`config.mk`:
```
export PLATFORM = sky130hd
export DESIGN_NAME = wb_initiator_flat
export DESIGN_NICKNAME = d
export VERILOG_FILES = /design/src/rtl/wb_initiator_if.sv /design/src/rtl/wb_initiator.sv /design/src/flat_wrapper.sv
export SDC_FILE = /design/constraint.sdc
export NUM_CORES = 1
export LEC_CHECK = 0
export ABC_AREA = 1
export CAP_MARGIN = 20
export CORE_MARGIN = 5
export CORE_UTILIZATION = 30
export CTS_CLUSTER_SIZE = 25
export DETAILED_ROUTE_END_ITERATION = 16
export SKIP_LAST_GASP = 1
export SLEW_MARGIN = 15
export SYNTH_ARGS = -nofsm -noshare
export SYNTH_HDL_FRONTEND = slang
export SYNTH_SLANG_ARGS = --single-unit
```
`constraint.sdc`:
```
create_clock -name sys_clk -period 1.5 [get_ports sys_clk]
set_clock_uncertainty 0.15 [all_clocks]
set_input_delay 0.45 -clock sys_clk [delete_from_list [all_inputs] [get_ports sys_clk]]
set_output_delay 0.45 -clock sys_clk [all_outputs]
set_load 0.05 [all_outputs]
```
`src/rtl/wb_initiator_if.sv`:
```
// Wishbone classic bus bundle between the initiator and a single target.
interface wb_initiator_if;
   logic [29:0] adr;
   logic [31:0] dat_w;
   logic [31:0] dat_r;
   logic [3:0]  sel;
   logic        cyc;
   logic        stb;
   logic        we;
   logic [2:0]  cti;
   logic [1:0]  bte;
   logic        ack;
   logic        err;

   modport master (
      output adr, dat_w, sel, cyc, stb, we, cti, bte,
      input  dat_r, ack, err
   );

   modport slave (
      input  adr, dat_w, sel, cyc, stb, we, cti, bte,
      output dat_r, ack, err
   );
endinterface

```
`src/rtl/wb_initiator.sv`:
```
// Wishbone classic single-transfer initiator: accepts one command, runs one bus
// cycle with an optional timeout, and holds the response until it is consumed.
module wb_initiator #(
   parameter int TIMEOUT = 255
) (
   input  logic          sys_clk,
   input  logic          sys_rst_n,
   input  logic          cmd_valid,
   output logic          cmd_ready,
   input  logic          cmd_we,
   input  logic [29:0]   cmd_adr,
   input  logic [31:0]   cmd_dat,
   input  logic [3:0]    cmd_sel,
   output logic          rsp_valid,
   input  logic          rsp_ready,
   output logic [31:0]   rsp_dat,
   output logic [1:0]    rsp_status,
   wb_initiator_if.master wb
);

   localparam logic [1:0] ST_IDLE = 2'd0;
   localparam logic [1:0] ST_BUS  = 2'd1;
   localparam logic [1:0] ST_RESP = 2'd2;

   localparam logic [1:0] STATUS_OK      = 2'b00;
   localparam logic [1:0] STATUS_BUS_ERR = 2'b01;
   localparam logic [1:0] STATUS_TIMEOUT = 2'b10;

   // A TIMEOUT of 0 still needs a legal 1-bit counter even though it never counts.
   localparam int             CW       = (TIMEOUT > 0) ? $clog2(TIMEOUT + 1) : 1;
   localparam logic [CW-1:0]  TMO_LAST = CW'(TIMEOUT - 1);

   logic [1:0]    state;
   logic          cyc_q;
   logic          we_q;
   logic [29:0]   adr_q;
   logic [31:0]   dat_q;
   logic [3:0]    sel_q;
   logic [CW-1:0] tmo_cnt;
   logic          tmo_hit;

   assign cmd_ready = (state == ST_IDLE) & sys_rst_n;

   // stb shares the cyc register so the two can never diverge.
   assign wb.cyc   = cyc_q;
   assign wb.stb   = cyc_q;
   assign wb.we    = we_q;
   assign wb.adr   = adr_q;
   assign wb.dat_w = dat_q;
   assign wb.sel   = sel_q;
   assign wb.cti   = 3'b000;
   assign wb.bte   = 2'b00;

   // The counter holds the number of BUS cycles already elapsed before this edge.
   assign tmo_hit = (TIMEOUT != 0) && (tmo_cnt == TMO_LAST);

   always_ff @(posedge sys_clk or negedge sys_rst_n) begin
      if (!sys_rst_n) begin
         state      <= ST_IDLE;
         cyc_q      <= 1'b0;
         we_q       <= 1'b0;
         adr_q      <= '0;
         dat_q      <= '0;
         sel_q      <= '0;
         rsp_valid  <= 1'b0;
         rsp_dat    <= '0;
         rsp_status <= STATUS_OK;
         tmo_cnt    <= '0;
      end else begin
         case (state)
            ST_IDLE: begin
               if (cmd_valid && cmd_ready) begin
                  adr_q   <= cmd_adr;
                  dat_q   <= cmd_dat;
                  sel_q   <= cmd_sel;
                  we_q    <= cmd_we;
                  cyc_q   <= 1'b1;
                  tmo_cnt <= '0;
                  state   <= ST_BUS;
               end
            end
            ST_BUS: begin
               // Error beats ack, and either beats a timeout landing on the same edge.
               if (wb.err || wb.ack || tmo_hit) begin
                  cyc_q     <= 1'b0;
                  rsp_valid <= 1'b1;
                  state     <= ST_RESP;
                  if (wb.err) begin
                     rsp_status <= STATUS_BUS_ERR;
                     rsp_dat    <= '0;
                  end else if (wb.ack) begin
                     rsp_status <= STATUS_OK;
                     rsp_dat    <= we_q ? 32'h0 : wb.dat_r;
                  end else begin
                     rsp_status <= STATUS_TIMEOUT;
                     rsp_dat    <= '0;
                  end
               end else if (TIMEOUT != 0) begin
                  tmo_cnt <= tmo_cnt + 1'b1;
               end
            end
            ST_RESP: begin
               if (rsp_ready) begin
                  rsp_valid <= 1'b0;
                  state     <= ST_IDLE;
               end
            end
            default: begin
               state <= ST_IDLE;
               cyc_q <= 1'b0;
            end
         endcase
      end
   end

endmodule

```
`src/flat_wrapper.sv`:
```
// flat-port wrapper written by rule: the top's interface ports become plain ports
module wb_initiator_flat 
#(
   parameter int TIMEOUT = 255
)
  (sys_clk, sys_rst_n, cmd_valid, cmd_ready, cmd_we, cmd_adr, cmd_dat, cmd_sel, rsp_valid, rsp_ready, rsp_dat, rsp_status, wb_adr, wb_dat_w, wb_sel, wb_cyc, wb_stb, wb_we, wb_cti, wb_bte, wb_dat_r, wb_ack, wb_err);
  wb_initiator_if wb_i ();
  input  logic sys_clk;
  input  logic sys_rst_n;
  input  logic cmd_valid;
  output logic cmd_ready;
  input  logic cmd_we;
  input  logic [29:0] cmd_adr;
  input  logic [31:0] cmd_dat;
  input  logic [3:0] cmd_sel;
  output logic rsp_valid;
  input  logic rsp_ready;
  output logic [31:0] rsp_dat;
  output logic [1:0] rsp_status;
  output wire logic [$bits(wb_i.adr)-1:0] wb_adr;
  output wire logic [$bits(wb_i.dat_w)-1:0] wb_dat_w;
  output wire logic [$bits(wb_i.sel)-1:0] wb_sel;
  output wire logic [$bits(wb_i.cyc)-1:0] wb_cyc;
  output wire logic [$bits(wb_i.stb)-1:0] wb_stb;
  output wire logic [$bits(wb_i.we)-1:0] wb_we;
  output wire logic [$bits(wb_i.cti)-1:0] wb_cti;
  output wire logic [$bits(wb_i.bte)-1:0] wb_bte;
  input wire logic [$bits(wb_i.dat_r)-1:0] wb_dat_r;
  input wire logic [$bits(wb_i.ack)-1:0] wb_ack;
  input wire logic [$bits(wb_i.err)-1:0] wb_err;
  assign wb_adr = wb_i.adr;
  assign wb_dat_w = wb_i.dat_w;
  assign wb_sel = wb_i.sel;
  assign wb_cyc = wb_i.cyc;
  assign wb_stb = wb_i.stb;
  assign wb_we = wb_i.we;
  assign wb_cti = wb_i.cti;
  assign wb_bte = wb_i.bte;
  assign wb_i.dat_r = wb_dat_r;
  assign wb_i.ack = wb_ack;
  assign wb_i.err = wb_err;
  wb_initiator #(.TIMEOUT(TIMEOUT)) u_core (.sys_clk(sys_clk), .sys_rst_n(sys_rst_n), .cmd_valid(cmd_valid), .cmd_ready(cmd_ready), .cmd_we(cmd_we), .cmd_adr(cmd_adr), .cmd_dat(cmd_dat), .cmd_sel(cmd_sel), .rsp_valid(rsp_valid), .rsp_ready(rsp_ready), .rsp_dat(rsp_dat), .rsp_status(rsp_status), .wb(wb_i));
endmodule
```
==> metrics.md <==
| Metric | Value |
|---|---|
| Crit path DAT | `1.34 ns` |
| Synth area leaders | `dfrtp_1 (60%), nand2_1 (18%), nand3_1 (8.2%), o21ai_0 (1.8%), buf_2 (1.6%)` |
| Number of synthesized flops with an enable pin | `0` |
| Asr flop ratio synth | `1.00` |
| Vias in the first global route | `4952` |
| Post-Place Cells | `947` |
| Core Util, Final | `0.720` |
| Mapped cell area | `4690 um2` |
| Sw Share | `0.390` |
| Share of cells above drive strength 1 | `0.554` |
| Total congestion overflow | `0` |
| Worst R2R End | `u_core.tmo_cnt[7]` |
| Root cell of the clock tree | `clkbuf_16` |
| Synth Warn # | `0` |
| Final period utilization | `1.29` |
| R2R Path Start | `u_core.state[0]` |
| Nets | `956` |
| Clock Power Share | `0.216` |
| Final setup margin | `-0.437 ns` |
| WP buf/inv | `2` |
| Hold buffers post-CTS | `0` |
| Area of the multi-input gates | `2660 um2` |
| Minimum clock period | `1.94 ns` |
| GPL Wtd Cong | `0.822` |
| Crit path capture type | `output pin` |
| Fillers | `1024` |
| TritonCTS clock tree | `done` |
| Distinct cells, synth | `23` |
| Die area | `18300 um2` |
| CTS buffer count | `17` |
| Total Power | `18.2 mW` |
| # diodes | `0` |
| # port buffers | `209` |
| Sink Count | `113` |
| Dpl hpwl | `10.7 mm` |
| R2R Setup Slk | `-0.16 ns` |
| Cell-internal power | `11.1 mW` |
| Largest net degree at the start of global routing | `74` |
| Sequential share of the synthesized area | `0.602` |
| Post-synth top area cell | `dfrtp_1` |
| Die height | `135 um` |
| Detailed Route Iter0 Violations | `192` |
| H-tree lvl count | `4` |
| Drc violations | `0` |
| Critical path's top delay family | `flip-flops` |
| Pins Over Slew Limit | `0` |
| Syn Area/Cell | `8.82 um2` |
| Status | `finished with violations` |
| Worst Setup Path Type | `reg -> out` |
| P_sw | `7.08 mW` |
| Ports | `215` |
| R2R depth | `7` |
| Power Density | `1650 nW/um2` |
| Drt via density | `4.70` |
| Least-Margin Pin Slew | `0.968 ns` |
| Final hold vios | `0` |
| Commonest cells after routing, fill and taps aside | `buf_12 (120), clkdlybuf4s50_1 (101), nand2_1 (96)` |
| Clk_lat worst skew | `0.41 ns` |
| First-pass GRT wire length | `26.3 mm` |
| Fraction of power consumed by sequential logic | `0.264` |
| Cell Rows | `45` |
| GRT Total Usage | `0.183` |
| Crit-path cells | `nor3b_4, buf_6, buf_12` |
| FMAX | `516 MHz` |
| Max Cap Viol | `0` |
| Critical path startpoint category | `flip-flop` |
| Hold Crit Class | `in -> async` |
| Initial antenna violation count | `0` |
| Post-Layout Cell Count | `1070` |
| Die W | `135 um` |
| Routed WL | `19.8 mm` |
| Core footprint | `15300 um2` |
| Worst rel slew slack | `0.354` |
| Synth top area share | `0.602` |
| Bufs on Longest Clock Path | `2` |
| RSZ-0062 raised after global routing | `yes` |
| Synth Register Bits | `113` |
| Finish-stage setup viols | `218` |
| Post-DRT Antenna Nets | `0` |
| Cells after Synth | `532` |
| Logic gate share of total power | `0.520` |
| CP required | `0.90 ns` |
| Cell with the largest stage delay on the worst path | `dfrtp_1` |
| Commonest non-fill, non-tap cell in the layout | `buf_12` |
| DR vias | `5030` |
| Hold WS | `0.0772 ns` |
| Routed len/inst | `18.5 um` |
| Max FO, Critical Path | `3` |
| Area occupied by registers | `2850 um2` |
| Failing checks | `setup timing` |
| Drt pass-1 iters | `4` |
| Initial Util | `0.308` |
| Synth Flop Type | `dfrtp_1` |
| Max VDD drop | `1.11 mV` |
| Clk pin slew, worst setup/hold paths | `0.05 ns` |
| P&R area growth vs syn | `134%` |
| CP max stage delay | `0.41 ns` |
| Leakage | `5.01 nW` |
## worst reg2reg max path, cell delays in order (launching register included)
cell and delay (ns):
dfrtp_1 0.41, nor3b_4 0.24, buf_4 0.15, buf_12 0.14
nand2_8 0.10, buf_12 0.17, nand3_1 0.10, nand2_2 0.06
## state kept, by name (all words and copies together) (netlist names)
register	flops
u_core.wb.dat_w	32
u_core.wb.sel	4
u_core.rsp_dat	32
u_core.wb.adr	30
u_core.rsp_status	2
u_core.wb.we	1
u_core.wb.cyc	1
u_core.tmo_cnt	8
u_core.rsp_valid	1
u_core.state	2
## cell families after synthesis
| logic type | share of synthesized area |
|---|---|
| AOI/OAI and AO/OA | 0.0485 |
| xor gates and xnor gates | 0.00560 |
| adders and majority gates | 0.00533 |
| buffers and inverters | 0.0536 |
| DFF | 0.602 |
| other | 0.000799 |
| and+or+nand+nor | 0.284 |
## worst max path at each step
| stage | start | to | slack, ns | cells past startpoint |
|---|---|---|---|---|
| 6_report | u_core.state[0] | cmd_ready | -0.44 | 3 |
| 5_1_grt | u_core.state[0] | cmd_ready | -0.50 | 3 |
| 4_1_cts | u_core.state[1] | cmd_ready | -0.47 | 3 |
| 3_5_place_dp | wb_err | u_core.tmo_cnt[0] | -0.50 | 6 |
| 3_3_place_gp | wb_err | u_core.tmo_cnt[0] | -0.45 | 6 |
| 2_1_floorplan | u_core.tmo_cnt[0] | u_core.rsp_dat[22] | -0.08 | 11 |
## power by group through the flow
| stage | Sequential, mW | Clock [mW] | Combinational, mW |
|---|---|---|---|
| 2_1_floorplan | 6.80 | 0 | 1.01 |
| 3_3_place_gp | 4.67 | 0 | 7.35 |
| 3_5_place_dp | 4.71 | 0 | 7.43 |
| 4_1_cts | 4.66 | 3.96 | 8.21 |
| 6_report | 4.80 | 3.92 | 9.45 |
| 5_1_grt | 4.89 | 4.14 | 9.81 |
## repair_timing
| action | in CTS | in global routing |
|---|---|---|
| pin swaps | 6 | 45 |
| endpoints found under the setup margin | 216 | 218 |
| cloned | 10 | 19 |
| setup buffers | 42 | 29 |
| resized for setup | 112 | 240 |
## cells in the mapped netlist (3+ instances only)
cell	number
inv_1	10
buf_4	6
o21ai_0	17
nand2_1	230
clkbuf_1	15
dfrtp_1	113
nor2_1	12
o21ai_2	6
buf_2	15
nand3_1	77
o21ai_1	14
buf_6	3
## layout make-up
class,instances,area share
repair buffers,331,0.420
flip-flops and latches,113,0.260
multi-input cells,376,0.242
clock buffers,23,0.0435
well taps,211,0.0240
clock inverters,6,0.00752
inverters,10,0.00387
## per-stage QoR
step	cell area (um2)	setup TNS, ns	setup WS, ns
global route	11000	-31.30	-0.499
detailed placement	8210	-42.88	-0.499
floorplan	4740	-1.10	-0.0765
global placement	8210	-37.76	-0.450
finish	11000	-20.72	-0.437
CTS	9620	-20.30	-0.471
## layer usage
| layer | global-route usage | part of all wire |
|---|---|---|
| met5 | 0 | 0 |
| met4 | 0.0532 | 0.018 |
| met3 | 0.0801 | 0.081 |
| met2 | 0.303 | 0.52 |
| met1 | 0.215 | 0.38 |
No activity file was read; power rests on OpenSTA's default activity.
